--- config.mk ---
export PLATFORM = sky130hd
export DESIGN_NAME = datapath_sequencer
export DESIGN_NICKNAME = d
export VERILOG_FILES = /design/src/rtl/seq_pkg.sv /design/src/rtl/instr_decoder.sv /design/src/rtl/datapath_sequencer.sv
export SDC_FILE = /design/constraint.sdc
export NUM_CORES = 1
export LEC_CHECK = 0
export BUFFER_PORTS_ARGS = -buffer_cell sky130_fd_sc_hd__buf_2
export CAP_MARGIN = 20
export CORE_MARGIN = 3
export CORE_UTILIZATION = 35
export CTS_CLUSTER_SIZE = 12
export DETAILED_ROUTE_END_ITERATION = 6
export RECOVER_POWER = 50
export SETUP_SLACK_MARGIN = 0.05
export SLEW_MARGIN = 0
export SYNTH_ARGS = -nofsm -noshare
export SYNTH_HDL_FRONTEND = slang
export SYNTH_SLANG_ARGS = --single-unit
--- constraint.sdc ---
create_clock -name clk -period 2.9 [get_ports clk]
set_input_delay 0.58 -clock clk [delete_from_list [all_inputs] [get_ports clk]]
set_output_delay 0.58 -clock clk [all_outputs]
set_load 0.02 [all_outputs]
--- src/rtl/seq_pkg.sv ---
// Shared encodings for the datapath sequencer: FSM states, instruction
// opcode/op fields, ALU operations and shifter codes.
package seq_pkg;

  typedef enum logic [2:0] {
    WAIT,
    DECODE,
    GET_A,
    GET_B,
    EXEC,
    WR_REG,
    WR_IMM
  } state_e;

  localparam int INSTR_W = 16;

  localparam logic [2:0] OPC_MOV = 3'b110;
  localparam logic [2:0] OPC_ALU = 3'b101;

  localparam logic [1:0] OP_MOV_IMM = 2'b10;
  localparam logic [1:0] OP_MOV_REG = 2'b00;
  localparam logic [1:0] OP_ADD     = 2'b00;
  localparam logic [1:0] OP_CMP     = 2'b01;
  localparam logic [1:0] OP_AND     = 2'b10;
  localparam logic [1:0] OP_MVN     = 2'b11;

  localparam logic [1:0] ALU_ADD  = 2'b00;
  localparam logic [1:0] ALU_SUB  = 2'b01;
  localparam logic [1:0] ALU_AND  = 2'b10;
  localparam logic [1:0] ALU_NOTB = 2'b11;

  localparam logic [1:0] SH_NONE = 2'b00;
  localparam logic [1:0] SH_LSL1 = 2'b01;
  localparam logic [1:0] SH_LSR1 = 2'b10;
  localparam logic [1:0] SH_ASR1 = 2'b11;

endpackage

--- src/rtl/instr_decoder.sv ---
// Combinational instruction field extraction, imm8 sign extension and
// legality/class flags; reusable by the future CPU top.
module instr_decoder
  import seq_pkg::*;
#(
  parameter int DATA_W = 16,
  parameter int REG_W  = 3
) (
  input  logic [INSTR_W-1:0] instr_i,
  output logic [1:0]         op_o,
  output logic [REG_W-1:0]   rn_o,
  output logic [REG_W-1:0]   rd_o,
  output logic [REG_W-1:0]   rm_o,
  output logic [1:0]         sh_o,
  output logic [DATA_W-1:0]  imm_o,
  output logic               legal_o,
  output logic               is_mov_imm_o,
  output logic               is_mov_reg_o,
  output logic               is_cmp_o,
  output logic               is_mvn_o
);

  logic [2:0] opcode;

  assign opcode = instr_i[15:13];
  assign op_o   = instr_i[12:11];
  assign rn_o   = instr_i[8 +: REG_W];
  assign rd_o   = instr_i[5 +: REG_W];
  assign sh_o   = instr_i[4:3];
  assign rm_o   = instr_i[0 +: REG_W];
  assign imm_o  = {{(DATA_W-8){instr_i[7]}}, instr_i[7:0]};

  assign is_mov_imm_o = (opcode == OPC_MOV) && (op_o == OP_MOV_IMM);
  assign is_mov_reg_o = (opcode == OPC_MOV) && (op_o == OP_MOV_REG);
  assign is_cmp_o     = (opcode == OPC_ALU) && (op_o == OP_CMP);
  assign is_mvn_o     = (opcode == OPC_ALU) && (op_o == OP_MVN);
  // Every op value under the ALU opcode is defined; only two MOV forms are.
  assign legal_o      = is_mov_imm_o || is_mov_reg_o || (opcode == OPC_ALU);

endmodule

--- src/rtl/datapath_sequencer.sv ---
// Moore control FSM that takes one instruction per start handshake and
// sequences the register-file/shifter/ALU datapath enables cycle by cycle.
module datapath_sequencer
  import seq_pkg::*;
#(
  parameter int DATA_W = 16,
  parameter int REG_W  = 3
) (
  input  logic               clk,
  input  logic               reset,
  input  logic               s,
  input  logic [INSTR_W-1:0] instr,
  output logic               w,
  output logic               err,
  output logic [REG_W-1:0]   readnum,
  output logic [REG_W-1:0]   writenum,
  output logic               write,
  output logic               vsel,
  output logic [DATA_W-1:0]  datapath_in,
  output logic               loada,
  output logic               loadb,
  output logic               loadc,
  output logic               loads,
  output logic               asel,
  output logic               bsel,
  output logic [1:0]         shift,
  output logic [1:0]         ALUop
);

  state_e             state_q, state_d;
  logic [INSTR_W-1:0] instr_q, instr_d;

  logic [1:0]       op, sh;
  logic [REG_W-1:0] rn, rd, rm;
  logic             legal, is_mov_imm, is_mov_reg, is_cmp, is_mvn;

  instr_decoder #(.DATA_W(DATA_W), .REG_W(REG_W)) u_dec (
    .instr_i      (instr_q),
    .op_o         (op),
    .rn_o         (rn),
    .rd_o         (rd),
    .rm_o         (rm),
    .sh_o         (sh),
    .imm_o        (datapath_in),
    .legal_o      (legal),
    .is_mov_imm_o (is_mov_imm),
    .is_mov_reg_o (is_mov_reg),
    .is_cmp_o     (is_cmp),
    .is_mvn_o     (is_mvn)
  );

  always_ff @(posedge clk) begin
    if (reset) begin
      state_q <= WAIT;
      instr_q <= '0;
    end else begin
      state_q <= state_d;
      instr_q <= instr_d;
    end
  end

  always_comb begin
    state_d  = state_q;
    instr_d  = instr_q;
    w        = 1'b0;
    err      = 1'b0;
    readnum  = '0;
    writenum = '0;
    write    = 1'b0;
    vsel     = 1'b0;
    loada    = 1'b0;
    loadb    = 1'b0;
    loadc    = 1'b0;
    loads    = 1'b0;
    asel     = 1'b0;
    bsel     = 1'b0;
    shift    = SH_NONE;
    ALUop    = ALU_ADD;
    case (state_q)
      WAIT: begin
        w = 1'b1;
        if (s) begin
          instr_d = instr;
          state_d = DECODE;
        end
      end
      DECODE: begin
        if (!legal) begin
          err     = 1'b1;
          state_d = WAIT;
        end else if (is_mov_imm) begin
          state_d = WR_IMM;
        end else if (is_mov_reg || is_mvn) begin
          state_d = GET_B;
        end else begin
          state_d = GET_A;
        end
      end
      GET_A: begin
        readnum = rn;
        loada   = 1'b1;
        state_d = GET_B;
      end
      GET_B: begin
        readnum = rm;
        loadb   = 1'b1;
        state_d = EXEC;
      end
      EXEC: begin
        shift = sh;
        // MOV reg reuses the adder with A forced to zero: C = 0 + shifted Rm.
        if (is_mov_reg) begin
          asel  = 1'b1;
          ALUop = ALU_ADD;
        end else begin
          ALUop = op;
        end
        if (is_cmp) begin
          loads   = 1'b1;
          state_d = WAIT;
        end else begin
          loadc   = 1'b1;
          state_d = WR_REG;
        end
      end
      WR_REG: begin
        writenum = rd;
        write    = 1'b1;
        state_d  = WAIT;
      end
      WR_IMM: begin
        writenum = rn;
        vsel     = 1'b1;
        write    = 1'b1;
        state_d  = WAIT;
      end
      default: state_d = WAIT;
    endcase
  end

endmodule

Yosys cells after proc, flatten, opt, wreduce, memory -nomap -nowiden
Index checks and enable logic that the tools add are counted.

storage, ports and cells
  bits of input ports = 19
  word-level logic and storage cells = 49
  output and inout port bits = 36
  register bits after elaboration = 19

operators by class
  equal/unequal tests = 12
  muxes and demuxes = 24
  reductions and logical operators = 11

operator list
  kind                number
  $eq 3x3->1 const B  5
  $pmux 3 s5          1
  $mux 1              14
  $mux 3              4
  $pmux 3 s2          2
  $eq 3x2->1 const B  2
  $mux 2              3
  $eq 2x2->1 const B  2
  $logic_and 1x1->1   4
  $eq 3x1->1 const B  1
  $logic_not 3->1     1
  $logic_or 1x1->1    3
  $eq 2x1->1 const B  1
  $logic_not 2->1     1
  $ne 2x2->1 const B  1
  $reduce_and 2->1    1
  $reduce_or 2->1     1

Logic depth before layout (Yosys ltp)
  depth after elaboration = 7
  depth in mapped cells = 6
  mapped depth without buffers = 4

Hierarchy
From an unflattened synthesis, not the netlist that was laid out.

unflattened totals
  cell total of the unflattened synthesis = 159
  area total of the unflattened synthesis = 1217.4 µm²

by module, submodules not included
  module              cells an instance  sequential area each (µm²)  times used  area an instance (µm²)
  datapath_sequencer  120                380.4                       1           939.7
  instr_decoder       39                 0.0                         1           277.8

Worst setup path before layout
OpenSTA, ideal clock, no wires.

  path type = reg-to-output
  start point = register state_q[1]
  end point = output asel
  required time = 2.320 ns
  arrival = 1.303 ns
  stages on the path, launching flop included = 5
  buffers on the path = 1
  slack = 1.017 ns
  cell sequence = dfxtp_1 buf_4 nor2_1 nand2_1 nor3_1

on the way
  word-level cells in the longest chain between the ends = 2

RTL lines
  what                      line                      text
  start: declaration        datapath_sequencer.sv:30  state_e state_q, state_d;
  start signal: assignment  datapath_sequencer.sv:57  state_q <= state_d;
  $eq 3x3->1                datapath_sequencer.sv:79  case (state_q)
  $mux 1                    datapath_sequencer.sv:79
  end: declaration          datapath_sequencer.sv:24  output logic asel,

Every way passes these cells.

Final worst setup path
  start point = register state_q[0]
  end point = output asel

Same word-level chain as after synthesis.

==> impl_metrics.tcl <==
set metrics [dict create \
    cp_slowest_cell "dfxtp_1" \
    fin_crit_ps 2290 \
    status "finished, final reports clean" \
    h-tree-depth 1 \
    rsz0062_at_grt "no" \
    maxSlewViolCount 0 \
    synthTopCellsByArea "dfxtp_1 (34%), nand2_1 (13%), buf_4 (12%)" \
    fmax_mhz 436 \
    die_area_sq_um 3940 \
    finalNetCount 203 \
    path_buf_inv 1 \
    crit_family "simple AND/OR/NAND/NOR gates" \
    timing.setup.tns_ps 0 \
    maxCapViolCount 0 \
    core_sq_um 2900 \
    worst_pin_slew_ps 811 \
    row_count 19 \
    clockRootBuffer "clkbuf_4" \
    synth_flop_cell "dfxtp_1" \
    p_total_uw 636 \
    yosysMostFrequentCell "nand2_1" \
    grt_antenna_before_repair 0 \
    cp-start-kind "flip-flop" \
    port_buffers 53 \
    synth_edf_count 0 \
    async_reset_ff_share_pct 0 \
    diodes 0 \
    wirelength_mm 2.71 \
    postSynthAreaPerCell_sq_um 7.42 \
    critPathMaxStageDelay_ps 520 \
    hold_violations 0 \
    grt_pass1_vias 1042 \
    clk_pin_slew_ps 100 \
    synth_top_area_cell "dfxtp_1" \
    path_cells "nor2_1, nand2_1, nor3_1, buf_2" \
    drtPass1Iterations 4 \
    grt_overflow 0 \
    ys_seq_area_share_pct 33.7 \
    routedWlPerCell_um 12.0 \
    clk_latency_ps 290 \
    cts_setup_buffers 0 \
    crit_required_ps 2320 \
    synth.top_cells.by_count "nand2_1 (38), dfxtp_1 (19), buf_4 (18)" \
    gp_congestion 0.858 \
    endpoint_kind "output pin" \
    drive_gt1_share_pct 24.6 \
    setup_violations 0 \
    fin_crit_sh_pct 79.1 \
    met2WireLength_mm 1.27 \
    cts_sinks 19 \
    relSlewSlack_pct 45.9 \
    grtUsageTotal_pct 13.9 \
    dr_wl_met3_um 226 \
    start_util_pct 38.9 \
    cts_tree "done" \
    via_per_inst 4.80 \
    drt-met1-wl_mm 1.19 \
    grt_max_degree 21 \
    synth_cell_type_count 29 \
    postCtsHoldBufs 0 \
    peakVddDrop_v 0.000185 \
    hold_path_class "reg -> reg" \
    syn_inst 152 \
    drt-initial-drc-count 31 \
    area_delta_synth_final_pct 11.2 \
    synth.ff_latch_count 19 \
    clockBufferDepth 2 \
    die_w_um 62.8 \
    top_layer_used "met4" \
    place_hpwl_mm 2.07 \
    pin_count 55 \
    utilization_pct 43.3 \
    syn_area_sq_um 1130 \
    cts_resized 0 \
    num_vias 1080 \
    ys_warn_count 0 \
    synth_fp_nets 171 \
    p_per_area_nw_per_um2 507 \
    cts_buffers 3 \
    die-height_um 62.8 \
    p_leak_nw 0.524 \
    grt_first_pass_wirelength_mm 4.53 \
    route.detailed.drc 0 \
    cp_max_fo 20 \
    synth_top_area_share_pct 33.7 \
    ant_nets 0 \
    worst-endpoint-arrival_ps 1710 \
    clock-skew-final_ps 1.14 \
    critPathKind "reg -> out" \
]
-- logic make-up after synthesis --
group | synth area share (%)
other | 0.332
flip-flops | 33.7
AO/OA/AOI/OAI | 15.4
AND/OR/NAND/NOR | 30.5
buffers and inverters | 17.4
multiplexers | 2.66
-- cells in the final DEF, fill, tap and decap left out, types with 2 or more instances in the layout --
cell,netlist,layout
dfxtp_1,19,19
inv_1,2,2
a21oi_2,5,4
nand3_1,4,4
clkbuf_1,2,17
a21oi_1,15,16
o21a_1,2,2
mux2i_1,3,3
nor3b_1,2,2
nand2b_1,2,2
nand2_1,38,38
nor4_1,2,2
nand3b_1,4,4
clkbuf_4,0,3
nor3_1,4,5
and3_1,5,5
nor2_1,10,10
buf_2,4,37
-- worst paths after layout --
check	slack, ps	depth (start not counted)	from	to
worst min-delay path	480	2	instr_q[3]$_SDFFE_PP0P_	instr_q[3]$_SDFFE_PP0P_
worst min register to register	480	2	instr_q[3]$_SDFFE_PP0P_	instr_q[3]$_SDFFE_PP0P_
worst max-delay path	610	4	state_q[0]$_SDFFE_PP0P_	asel
worst max register to register	970	4	state_q[0]$_SDFFE_PP0P_	instr_q[13]$_SDFFE_PP0P_
-- worst min-delay path, cell delays in order (launching register included) --
cell     delay (ps)
dfxtp_1         330
nand2_1          50
a21oi_1          60
-- per-layer routing --
| layer | global-route usage [%] | up-vias |
|---|---|---|
| met2 | 24.6 | 33 |
| met1 | 15.5 | 487 |
| met4 | 4.96 | 0 |
| met5 | 0 | - |
| met3 | 4.14 | 2 |
| li1 | - | 558 |
-- stage by stage --
step / cells / hold slack (ps) / setup slack, ps / instance area (sq um)
6_report: 225 / 484 / 606 / 1250
5_1_grt: 225 / 499 / 431 / 1250
4_1_cts: 225 / 482 / 579 / 1280
3_5_place_dp: 221 / 467 / 928 / 1260
3_3_place_gp: 221 / 462 / 1020 / 1260
2_1_floorplan: 152 / 445 / 1020 / 1130
-- power by group --
group          switching, mW  internal, mW  total, mW
sequential            0.0392         0.286      0.325
clock                 0.0778        0.0535      0.131
combinational          0.114        0.0657      0.180
-- area by class of cell --
type	count	area, sq um
multi-input cells	105	543
inverters	2	7.51
flip-flops and latches	19	380
fillers	329	1650
clock buffers	4	26.3
well taps	42	52.6
repair buffers	53	245
-- state kept, by name, summed over array words and instances (netlist names) --
signal   cells
instr_q     16
state_q      3
No activity file was read; power rests on OpenSTA's default activity.
